`src/rtl/img_rx_pack_wr.sv`:
```
// ============================================================================
// Module  : img_rx_pack_wr
// Brief   : UART byte stream to frame-buffer writer. It hunts an optional
//           2-byte sync header, packs bytes into pixels and writes them in order.
// Revision: 1.0 - initial release
// ============================================================================
`default_nettype none

module img_rx_pack_wr #(
  parameter int         PIX_BYTES   = 2,
  parameter int         IMG_W       = 256,
  parameter int         IMG_H       = 256,
  parameter int         ADDR_W      = 16,
  parameter int         SYNC_EN     = 1,
  parameter logic [7:0] SYNC_B0     = 8'hA5,
  parameter logic [7:0] SYNC_B1     = 8'h5A,
  parameter int         MSB_FIRST   = 1,
  parameter int         TIMEOUT_CYC = 5000000
) (
  input  logic                   Clk,
  input  logic                   Reset_n,
  input  logic [7:0]             rx_data,
  input  logic                   Rx_Done,
  output logic                   ram_wr_en,
  output logic [ADDR_W-1:0]      ram_wr_addr,
  output logic [8*PIX_BYTES-1:0] ram_wr_data,
  output logic                   frame_busy,
  output logic                   frame_done,
  output logic [7:0]             frame_cnt,
  output logic                   err_timeout
);

  localparam int c_PIX_W = 8 * PIX_BYTES;
  localparam int c_NPIX  = IMG_W * IMG_H;
  localparam int c_BC_W  = (PIX_BYTES > 1) ? $clog2(PIX_BYTES) : 1;
  localparam int c_TMR_W = (TIMEOUT_CYC > 0) ? $clog2(TIMEOUT_CYC + 1) : 1;

  localparam logic [c_BC_W-1:0]  c_LAST_BYTE = c_BC_W'(PIX_BYTES - 1);
  localparam logic [ADDR_W-1:0]  c_LAST_PIX  = ADDR_W'(c_NPIX - 1);
  localparam logic [c_TMR_W-1:0] c_TMR_MAX   = c_TMR_W'(TIMEOUT_CYC);

  typedef enum logic [1:0] {
    ST_HUNT  = 2'd0,
    ST_SYNC1 = 2'd1,
    ST_RECV  = 2'd2
  } state_t;

  localparam state_t c_IDLE_ST = (SYNC_EN != 0) ? ST_HUNT : ST_RECV;

  if (PIX_BYTES < 1 || PIX_BYTES > 4) begin : g_chk_pix
    $error("img_rx_pack_wr: PIX_BYTES must be 1..4");
  end
  if ((longint'(IMG_W) * longint'(IMG_H)) > (longint'(1) << ADDR_W)) begin : g_chk_addr
    $error("img_rx_pack_wr: IMG_W*IMG_H does not fit in ADDR_W");
  end

  state_t               state_q, state_d;
  logic [c_BC_W-1:0]    byte_cnt_q, byte_cnt_d;
  logic [ADDR_W-1:0]    pix_idx_q, pix_idx_d;
  logic [c_TMR_W-1:0]   timer_q, timer_d;
  logic [c_PIX_W-1:0]   pix_q, pix_d;
  logic                 wr_en_q, wr_en_d;
  logic [ADDR_W-1:0]    wr_addr_q, wr_addr_d;
  logic [c_PIX_W-1:0]   wr_data_q, wr_data_d;
  logic                 busy_q, busy_d;
  logic                 done_q, done_d;
  logic [7:0]           fcnt_q, fcnt_d;
  logic                 err_q, err_d;
  logic [c_PIX_W-1:0]   w_packed;

  // Pixel value including the byte currently on rx_data.
  if (MSB_FIRST != 0) begin : g_msb
    assign w_packed = (pix_q << 8) | c_PIX_W'(rx_data);
  end else begin : g_lsb
    always_comb begin
      w_packed = pix_q;
      for (int i = 0; i < PIX_BYTES; i++) begin
        if (byte_cnt_q == c_BC_W'(i)) w_packed[8*i +: 8] = rx_data;
      end
    end
  end

  always_comb begin
    state_d    = state_q;
    byte_cnt_d = byte_cnt_q;
    pix_idx_d  = pix_idx_q;
    timer_d    = timer_q;
    pix_d      = pix_q;
    wr_en_d    = 1'b0;
    wr_addr_d  = wr_addr_q;
    wr_data_d  = wr_data_q;
    busy_d     = busy_q;
    done_d     = 1'b0;
    fcnt_d     = fcnt_q;
    err_d      = 1'b0;

    if (Rx_Done) begin
      // A byte always wins over a timeout reached in the same cycle.
      timer_d = '0;
      case (state_q)
        ST_HUNT: begin
          if (rx_data == SYNC_B0) state_d = ST_SYNC1;
        end
        ST_SYNC1: begin
          if (rx_data == SYNC_B1)      state_d = ST_RECV;
          else if (rx_data != SYNC_B0) state_d = ST_HUNT;
        end
        ST_RECV: begin
          busy_d = 1'b1;
          if (byte_cnt_q == c_LAST_BYTE) begin
            byte_cnt_d = '0;
            pix_d      = '0;
            wr_en_d    = 1'b1;
            wr_addr_d  = pix_idx_q;
            wr_data_d  = w_packed;
            if (pix_idx_q == c_LAST_PIX) begin
              pix_idx_d = '0;
              done_d    = 1'b1;
              fcnt_d    = fcnt_q + 8'd1;
              busy_d    = 1'b0;
              state_d   = c_IDLE_ST;
            end else begin
              pix_idx_d = pix_idx_q + ADDR_W'(1);
            end
          end else begin
            byte_cnt_d = byte_cnt_q + c_BC_W'(1);
            pix_d      = w_packed;
          end
        end
        default: state_d = c_IDLE_ST;
      endcase
    end else if (busy_q || state_q == ST_SYNC1) begin
      if (TIMEOUT_CYC > 0 && timer_q == c_TMR_MAX) begin
        err_d      = 1'b1;
        byte_cnt_d = '0;
        pix_idx_d  = '0;
        pix_d      = '0;
        busy_d     = 1'b0;
        timer_d    = '0;
        state_d    = c_IDLE_ST;
      end else if (timer_q != c_TMR_MAX) begin
        timer_d = timer_q + c_TMR_W'(1);
      end
    end else begin
      timer_d = '0;
    end
  end

  always_ff @(posedge Clk or negedge Reset_n) begin
    if (!Reset_n) begin
      state_q    <= c_IDLE_ST;
      byte_cnt_q <= '0;
      pix_idx_q  <= '0;
      timer_q    <= '0;
      pix_q      <= '0;
      wr_en_q    <= 1'b0;
      wr_addr_q  <= '0;
      wr_data_q  <= '0;
      busy_q     <= 1'b0;
      done_q     <= 1'b0;
      fcnt_q     <= '0;
      err_q      <= 1'b0;
    end else begin
      state_q    <= state_d;
      byte_cnt_q <= byte_cnt_d;
      pix_idx_q  <= pix_idx_d;
      timer_q    <= timer_d;
      pix_q      <= pix_d;
      wr_en_q    <= wr_en_d;
      wr_addr_q  <= wr_addr_d;
      wr_data_q  <= wr_data_d;
      busy_q     <= busy_d;
      done_q     <= done_d;
      fcnt_q     <= fcnt_d;
      err_q      <= err_d;
    end
  end

  assign ram_wr_en   = wr_en_q;
  assign ram_wr_addr = wr_addr_q;
  assign ram_wr_data = wr_data_q;
  assign frame_busy  = busy_q;
  assign frame_done  = done_q;
  assign frame_cnt   = fcnt_q;
  assign err_timeout = err_q;

endmodule

`default_nettype wire

```
`config.mk`:
```
export PLATFORM = sky130hd
export DESIGN_NAME = img_rx_pack_wr
export DESIGN_NICKNAME = d
export VERILOG_FILES = /design/src/rtl/img_rx_pack_wr.sv
export SDC_FILE = /design/constraint.sdc
export NUM_CORES = 1
export LEC_CHECK = 0
export ABC_AREA = 1
export CORE_MARGIN = 2
export CORE_UTILIZATION = 55
export CTS_CLUSTER_DIAMETER = 200
export DETAILED_ROUTE_END_ITERATION = 7
export GPL_TIMING_DRIVEN = 0
export HOLD_SLACK_MARGIN = 0.12
export PLACE_DENSITY = 0.79
export SLEW_MARGIN = 20
export SYNTH_ARGS = -nofsm -noshare
export SYNTH_HDL_FRONTEND = slang
export SYNTH_SLANG_ARGS = --single-unit
```
`constraint.sdc`:
```
create_clock -name Clk -period 4.23 [get_ports Clk]
set_input_delay 0.846 -clock Clk [delete_from_list [all_inputs] [get_ports Clk]]
set_output_delay 0.846 -clock Clk [all_outputs]
set_load 0.01 [all_outputs]
```
==> reports/results.md, run 1 <==
| Result | This run | Unit |
| --- | --- | --- |
| Status | complete, no violations | - |
| First-iteration detailed-routing DRC count | 236 | - |
| Proportion of netlist area held by the largest area contributor | 0.514 | - |
| # resized after CTS | 0 | - |
| Most common cell in the synthesized netlist | sky130_fd_sc_hd__nand2_1 | - |
| Ratio of routed vias to standard cells | 5.31 | - |
| Fraction of the mapped netlist area in compound gates | 0.0462 | - |
| Worst setup path class | reg -> out | - |
| Gate Count Post-Synth | 569 | - |
| DRT Pass-1 Iters | 5 | - |
| Kind of cell adding the most delay to the critical path | buffers and inverters | - |
| Post-DR wirelength/cell | 14.1 | um |
| Overall track demand over capacity in global routing | 0.255 | - |
| Number of enable-type register cells in the synthesized netlist | 0 | - |
| Clock sink total | 94 | - |
| Max-slew violation count | 0 | - |
| Total via count after detailed routing | 3950 | - |
| Most frequent cells after synthesis | sky130_fd_sc_hd__nand2_1, sky130_fd_sc_hd__dfrtp_1, sky130_fd_sc_hd__inv_1 | - |
| Number of library cell types mapped by synthesis | 29 | - |
| Placement row count | 33 | - |
| Wire length of the first global-routing pass | 17800 | um |
| Final design area excluding fillers | 5470 | um^2 |
| Pin count of the biggest net entering global routing | 83 | - |
| IO Port Bufs | 53 | - |
| Largest fanout of any net on the critical path | 4 | - |
| Post-layout net count | 649 | - |
| Share of layout cells above drive strength 1 | 0.0736 | - |
| Period utilisation layout | 0.521 | - |
| Remaining antenna violation count after routing | 0 | - |
| # Max-Cap Violations | 0 | - |
| Actual transition at the worst max-transition pin | 0.551 | ns |
| Worst hold margin | 0.278 | ns |
| Register-to-Register Setup Slack | 2.37 | ns |
| Clock share of power | 0.381 | - |
| Max Buffers Root-to-Sink | 2 | - |
| Post-layout util | 0.673 | - |
| Adder-cell share of the synthesized area | 0.0109 | - |
| Pleak | 0.00269 | uW |
| Peak ir drop on the vdd network | 0.184 | mV |
| Count of endpoints failing hold in the final timing report | 0 | - |
| Core region area | 8130 | um^2 |
| Element type at the critical path start | register | - |
| Net Sw Frac | 0.245 | - |
| Setup Buffers After CTS | 0 | - |
| Cell Pwr Density | 298 | nW/um^2 |
| Arrival time reported for the critical path endpoint | 1.36 | ns |
| Clock Skews | 0.0108 | ns |
| Most instantiated flip-flop cell in the synthesis netlist | sky130_fd_sc_hd__dfrtp_1 | - |
| Slew Limit Headroom | 0.633 | - |
| Clock slew at the register clock pins of the worst setup and hold paths | 0.10 | ns |
| Setup repair after global routing missed its margin | no | - |
| P&R area growth vs syn | 19.6 | % |
| Dominant cells by area after synthesis | sky130_fd_sc_hd__dfrtp_1, sky130_fd_sc_hd__nand2_1, sky130_fd_sc_hd__nand3_1 | - |
| Multi-input gate area in the final layout | 1910 | um^2 |
| Max stage delay cell, worst path | sky130_fd_sc_hd__clkdlybuf4s50_1 | - |
| Cell type contributing the most total cell area after synthesis | sky130_fd_sc_hd__dfrtp_1 | - |
| Cell Int Power | 1230 | uW |
| Aggregate global routing overflow | 0 | - |
| Vias in the first global route | 3775 | - |
| Initial core utilization | 0.563 | - |
| Cell chosen for the clock root | sky130_fd_sc_hd__clkbuf_8 | - |
| Number of buffers created by CTS | 9 | - |
| Die Span X | 95.2 | um |
| Area post-placement | 5270 | um^2 |
| Proportion of synthesized area in mux cells | 0 | - |
| Part of the Yosys area used for sequential elements | 0.514 | - |
| Post-detailed-routing wire length | 10500 | um |
| Share of async-settable or async-resettable flops after synthesis | 1.00 | - |
| Fmax | 454 | MHz |
| CP Capture Type | primary output | - |
| Post-Synth XOR/XNOR Area | 0.0344 | - |
| Die area | 9070 | um^2 |
| Placed Cells | 728 | - |
| Critical Path RT | 3.38 | ns |
| Synthesized netlist net count | 584 | - |
| Clock tree from TritonCTS | built | - |
| DRC viols | 0 | - |
| Setup total negative slack | 0 | ns |
| Number of diodes added for antenna fixing | 0 | - |
| Share of synthesized cell area in and, or, nand and nor gates | 0.325 | - |
| Die Span Y | 95.2 | um |
| Global placer's final weighted congestion | 0.927 | - |
| Antenna violations before repair | 0 | - |
| Dominant combinational cell family by area after synthesis | simple AND/OR/NAND/NOR gates | - |
| Clock period minus final worst setup slack | 2.20 | ns |
| CP cell instances | clkdlybuf4s50_1 | - |
| Per-instance average area after synthesis | 8.05 | um^2 |
| Final non-filler cell total | 744 | - |
| Share of total power in sequential cells | 0.561 | - |
| Fillers | 662 | - |
| Type of the worst min-delay path | in -> async | - |
| Delay of the slowest critical-path stage | 0.56 | ns |
| Number of warnings reported in the yosys synthesis log | 0 | - |
| HPWL Detailed | 7440 | um |
| Clock latency on the worst-skew pair | 0.37 | ns |
| Area taken by flip-flops and latches | 2350 | um^2 |
| Register bit count reported by yosys | 94 | - |
| Combined buffer and inverter count along the critical path | 1 | - |
| Net load switching power | 400 | uW |
| Comb pwr share | 0.058 | - |
| Netlist Area Pre-Place | 4580 | um^2 |
| CTS Hold Bufs | 0 | - |
| H-tree levels | 3 | - |
| Final count of negative-setup-slack endpoints | 0 | - |
| I/O pin total | 55 | - |
power by group through the flow:
stage / sequential [uW] / clock [uW] / combinational (uW)
after floorplan: 932 / 0 / 48.4
after detailed placement: 933 / 0 / 95.0
after global placement: 933 / 0 / 89.3
after CTS: 915 / 632 / 95.7
after global routing: 917 / 674 / 109
final: 915 / 620 / 94.7
layout make-up:
cell class,count,share of cell area
flip-flops and latches,94,0.430
multi-input cells,398,0.349
repair buffers,54,0.102
inverters,60,0.0411
clock buffers,10,0.0251
well taps,105,0.0240
plain buffers,17,0.0169
clock inverters,6,0.0123
state kept, by name, indices dropped and copies added, names as in the netlist:
name and count:
state_q 2, pix_q 8, err_timeout 1, frame_busy 1
pix_idx_q 16, frame_cnt 8, ram_wr_en 1, frame_done 1
ram_wr_addr 16, ram_wr_data 16, byte_cnt_q 1, timer_q 23
kinds of logic (layout without fill, tap and decap cells):
group | Yosys count | in the layout
buf+inv | 77 | 147
compound gates | 41 | 41
flops | 94 | 94
xor+xnor | 18 | 18
simple gates | 335 | 335
fa+ha+maj | 4 | 4
cell usage in the layout, fill, tap and decap left out, types with 2 or more instances in the layout:
cell                              instances
sky130_fd_sc_hd__a21oi_1                 13
sky130_fd_sc_hd__buf_2                    5
sky130_fd_sc_hd__buf_6                    4
sky130_fd_sc_hd__clkbuf_1                 8
sky130_fd_sc_hd__clkbuf_8                10
sky130_fd_sc_hd__clkdlybuf4s50_1         52
sky130_fd_sc_hd__clkinvlp_4               2
sky130_fd_sc_hd__dfrtp_1                 94
sky130_fd_sc_hd__ha_1                     4
sky130_fd_sc_hd__inv_1                   56
sky130_fd_sc_hd__inv_2                    3
sky130_fd_sc_hd__inv_6                    2
sky130_fd_sc_hd__nand2_1                182
sky130_fd_sc_hd__nand2_2                  6
sky130_fd_sc_hd__nand3_1                 51
sky130_fd_sc_hd__nand3b_1                 2
sky130_fd_sc_hd__nand4_1                 17
sky130_fd_sc_hd__nor2_1                  52
sky130_fd_sc_hd__nor2_2                   6
sky130_fd_sc_hd__nor2_4                   2
sky130_fd_sc_hd__nor3_1                  11
sky130_fd_sc_hd__nor4_1                   2
sky130_fd_sc_hd__o211ai_1                 2
sky130_fd_sc_hd__o21ai_0                 25
sky130_fd_sc_hd__xnor2_1                  5
sky130_fd_sc_hd__xor2_1                  13
layer usage:
metal,part of all wire,GRT usage,vias to the layer above
li1,-,-,1948
met1,0.47,0.370,1845
met2,0.45,0.385,144
met3,0.066,0.0577,13
met4,0.011,0.0725,0
met5,0,0,-
per-stage QoR:
| stage | worst slack, ns | total power [uW] |
|---|---|---|
| 4_1_cts | 2.01 | 1640 |
| 2_1_floorplan | 2.39 | 980 |
| 5_1_grt | 1.94 | 1700 |
| 3_5_place_dp | 1.96 | 1030 |
| 3_3_place_gp | -1.07 | 1020 |
| 6_report | 2.03 | 1630 |
worst paths after layout:
path / start / to / cells past startpoint
max: frame_cnt[4] / frame_cnt[4] / 1
min in group Clk: pix_q[7] / ram_wr_data[15] / 2
max reg2reg: timer_q[0] / pix_idx_q[10] / 8
min: Reset_n / timer_q[18] / 1
max in group asynchronous: Reset_n / ram_wr_data[6] / 2
min reg2reg: pix_q[7] / ram_wr_data[15] / 2
Note: power is estimated with default switching activity, not from simulation.
==> inputs of run 2 (changes only) <==
CORE_UTILIZATION = 50   (was 55)
PLACE_DENSITY = 0.76   (was 0.79)
clock period = 1.81 ns   (was 4.23 ns; I/O delays follow)
==> reports/results.md, run 2 (synthesis results as in run 1) <==
| Result | This run | Unit | vs previous |
| --- | --- | --- | --- |
| Status | complete, no violations | - | unchanged |
| Actual transition at the worst max-transition pin | 0.567 | ns | was 0.551 ns |
| Cell Int Power | 2710 | uW | was 1230 uW |
| Top Usage Layer GRT | met2 | - | unchanged |
| First-iteration detailed-routing DRC count | 249 | - | was 236 |
| Total via count after detailed routing | 3991 | - | was 3950 |
| I/O pin total | 55 | - | unchanged |
| H-tree levels | 3 | - | unchanged |
| Largest fanout of any net on the critical path | 6 | - | was 4 |
| CP Capture Type | register | - | was primary output |
| Register with the highest flop count | timer_q | - | unchanged |
| Pleak | 0.00272 | uW | was 0.00269 uW |
| # Max-Cap Violations | 0 | - | unchanged |
| Overall track demand over capacity in global routing | 0.222 | - | was 0.255 |
| Clock period minus final worst setup slack | 1.73 | ns |  |
| Slew Limit Headroom | 0.622 | - | was 0.633 |
| Clock latency on the worst-skew pair | 0.37 | ns | about the same |
| Initial core utilization | 0.520 | - | was 0.563 |
| Number of buffers created by CTS | 9 | - | unchanged |
| Count of endpoints failing hold in the final timing report | 0 | - | unchanged |
| Post-DR wirelength/cell | 13.9 | um | was 14.1 um |
| Cell chosen for the clock root | sky130_fd_sc_hd__clkbuf_8 | - | unchanged |
| Share of total power in sequential cells | 0.589 | - | was 0.561 |
| Antenna violations before repair | 0 | - | unchanged |
| Post-layout net count | 658 | - | was 649 |
| Arrival time reported for the critical path endpoint | 1.99 | ns | was 1.36 ns |
| Remaining antenna violation count after routing | 0 | - | unchanged |
| Critical Path RT | 2.07 | ns | was 3.38 ns |
| Clock sink total | 94 | - | unchanged |
| Clock Skews | 0.00866 | ns | was 0.0108 ns |
| Ratio of routed vias to standard cells | 5.28 | - | was 5.31 |
| Die Span Y | 99.7 | um | was 95.2 um |
| Fmax | 579 | MHz |  |
| Crit path setup slack, layout | 0.0832 | ns | was 2.03 ns |
| Number of cells on the worst reg-to-reg path | 10 | - | was 8 |
| DRC viols | 0 | - | unchanged |
| Clock share of power | 0.342 | - | was 0.381 |
| Aggregate global routing overflow | 0 | - | unchanged |
| IO Port Bufs | 53 | - | unchanged |
| Max reg flops | 23 | - | unchanged |
| Met1 Use GR | 0.321 | - | was 0.370 |
| Peak ir drop on the vdd network | 0.378 | mV | was 0.184 mV |
| Worst hold margin | 0.340 | ns | was 0.278 ns |
| Element type at the critical path start | register | - | unchanged |
| Post-layout util | 0.628 | - | was 0.673 |
| Final non-filler cell total | 756 | - | was 744 |
| Net Sw Frac | 0.255 | - | was 0.245 |
| Comb pwr share | 0.069 | - | was 0.058 |
| Placed Cells | 731 | - | was 728 |
| Clock slew at the register clock pins of the worst setup and hold paths | 0.09 | ns | was 0.10 ns |
| Cell Pwr Density | 657 | nW/um^2 | was 298 nW/um^2 |
| Max-slew violation count | 0 | - | unchanged |
| Core region area | 8810 | um^2 | was 8130 um^2 |
| Post-detailed-routing wire length | 10500 | um | about the same |
| Global placer's final weighted congestion | 0.901 | - | was 0.927 |
| Placement row count | 34 | - | was 33 |
| P&R area growth vs syn | 20.7 | % | was 19.6% |
| Commonest non-fill, non-tap cells in the layout | sky130_fd_sc_hd__nand2_1, sky130_fd_sc_hd__dfrtp_1, sky130_fd_sc_hd__inv_1, sky130_fd_sc_hd__clkdlybuf4s50_1, sky130_fd_sc_hd__nand3_1 | - | was sky130_fd_sc_hd__nand2_1, sky130_fd_sc_hd__dfrtp_1, sky130_fd_sc_hd__inv_1, sky130_fd_sc_hd__nor2_1, sky130_fd_sc_hd__clkdlybuf4s50_1 |
| Pin count of the biggest net entering global routing | 61 | - | was 83 |
| Number of diodes added for antenna fixing | 0 | - | unchanged |
| Most common library cell in the layout ignoring fill and taps | sky130_fd_sc_hd__nand2_1 | - | unchanged |
| Max Buffers Root-to-Sink | 2 | - | unchanged |
| Count of cells along the worst hold path | 3 | - |  |
| Worst setup path class | reg -> reg | - | was reg -> out |
| Worst-case setup slack after placement | 0.0158 | ns | was 1.96 ns |
| Type of the worst min-delay path | in -> reg | - | was in -> async |
| HPWL Detailed | 7580 | um | was 7440 um |
| Setup total negative slack | 0 | ns | unchanged |
| Net load switching power | 925 | uW | was 400 uW |
| DRT Pass-1 Iters | 5 | - | unchanged |
| Vias in the first global route | 3814 | - | was 3775 |
| Final count of negative-setup-slack endpoints | 0 | - | unchanged |
| Met2 demand-to-capacity share in global routing | 0.344 | - | was 0.385 |
| Wire length of the first global-routing pass | 17700 | um | was 17800 um |
| Clock tree from TritonCTS | built | - | unchanged |
| Die Span X | 99.7 | um | was 95.2 um |
| Share of layout cells above drive strength 1 | 0.0864 | - | was 0.0736 |
| GR Util met3 | 0.0330 | - | was 0.0577 |
| Period utilisation layout | 0.954 | - |  |
| Die area | 9940 | um^2 | was 9070 um^2 |
[run 2: layout make-up]
type | instances | area, um^2
buffer | 17 | 92.6
clock buffer | 10 | 128
clock inverter | 6 | 38.8
fill | 770 | 3280
inverter | 60 | 228
multi-input combinational | 398 | 1920
sequential | 94 | 2350
tap | 108 | 135
timing repair buffer | 63 | 629
[run 2: worst paths after layout]
check                           startpoint         endpoint  slack [ns]
min reg2reg                ram_wr_data[15]  ram_wr_data[15]        0.49
max                           pix_idx_q[1]       state_q[1]        0.08
max reg2reg                   pix_idx_q[1]       state_q[1]        0.08
min                                Rx_Done       frame_busy        0.34
min in group asynchronous          Reset_n      timer_q[11]        0.44
max in group asynchronous          Reset_n   ram_wr_addr[0]        0.77
[run 2: metal layers]
metal / part of all wire / routed length [um]
met3: 0.056 / 585
met4: 0.015 / 162
met2: 0.46 / 4820
met1: 0.47 / 4940
met5: 0 / 0
[run 2: repair_timing]
item | CTS | global route
endpoints found under the setup margin | 0 | 31
hold buffers | 1 | 0
setup buffers | 0 | 8
resized for setup | 0 | 5
hold endpoints to repair | 34 | 0
[run 2: power groups by stage]
stage	clock network, uW	registers, uW	logic, uW
2_1_floorplan	0	2180	113
3_3_place_gp	0	2180	209
3_5_place_dp	0	2180	224
4_1_cts	1260	2140	227
5_1_grt	1350	2140	278
6_report	1240	2140	250
[run 2: critical path, cell delays in order (launching register included)]
cell and delay [ns]:
sky130_fd_sc_hd__dfrtp_1 0.42, sky130_fd_sc_hd__ha_1 0.22, sky130_fd_sc_hd__nand2_1 0.12, sky130_fd_sc_hd__nor2_4 0.13, sky130_fd_sc_hd__nand2_2 0.11, sky130_fd_sc_hd__nor2_8 0.20
sky130_fd_sc_hd__nor2_1 0.07, sky130_fd_sc_hd__nor2_2 0.11, sky130_fd_sc_hd__nand3_1 0.12, sky130_fd_sc_hd__nand2_1 0.08, sky130_fd_sc_hd__nand2_1 0.04
[run 2: per-stage QoR]
step	total power [uW]	instance area [um^2]
final	3630	5530
after global routing	3770	5530
after CTS	3630	5450
after detailed placement	2400	5270
after global placement	2390	5240
after floorplan	2290	4580
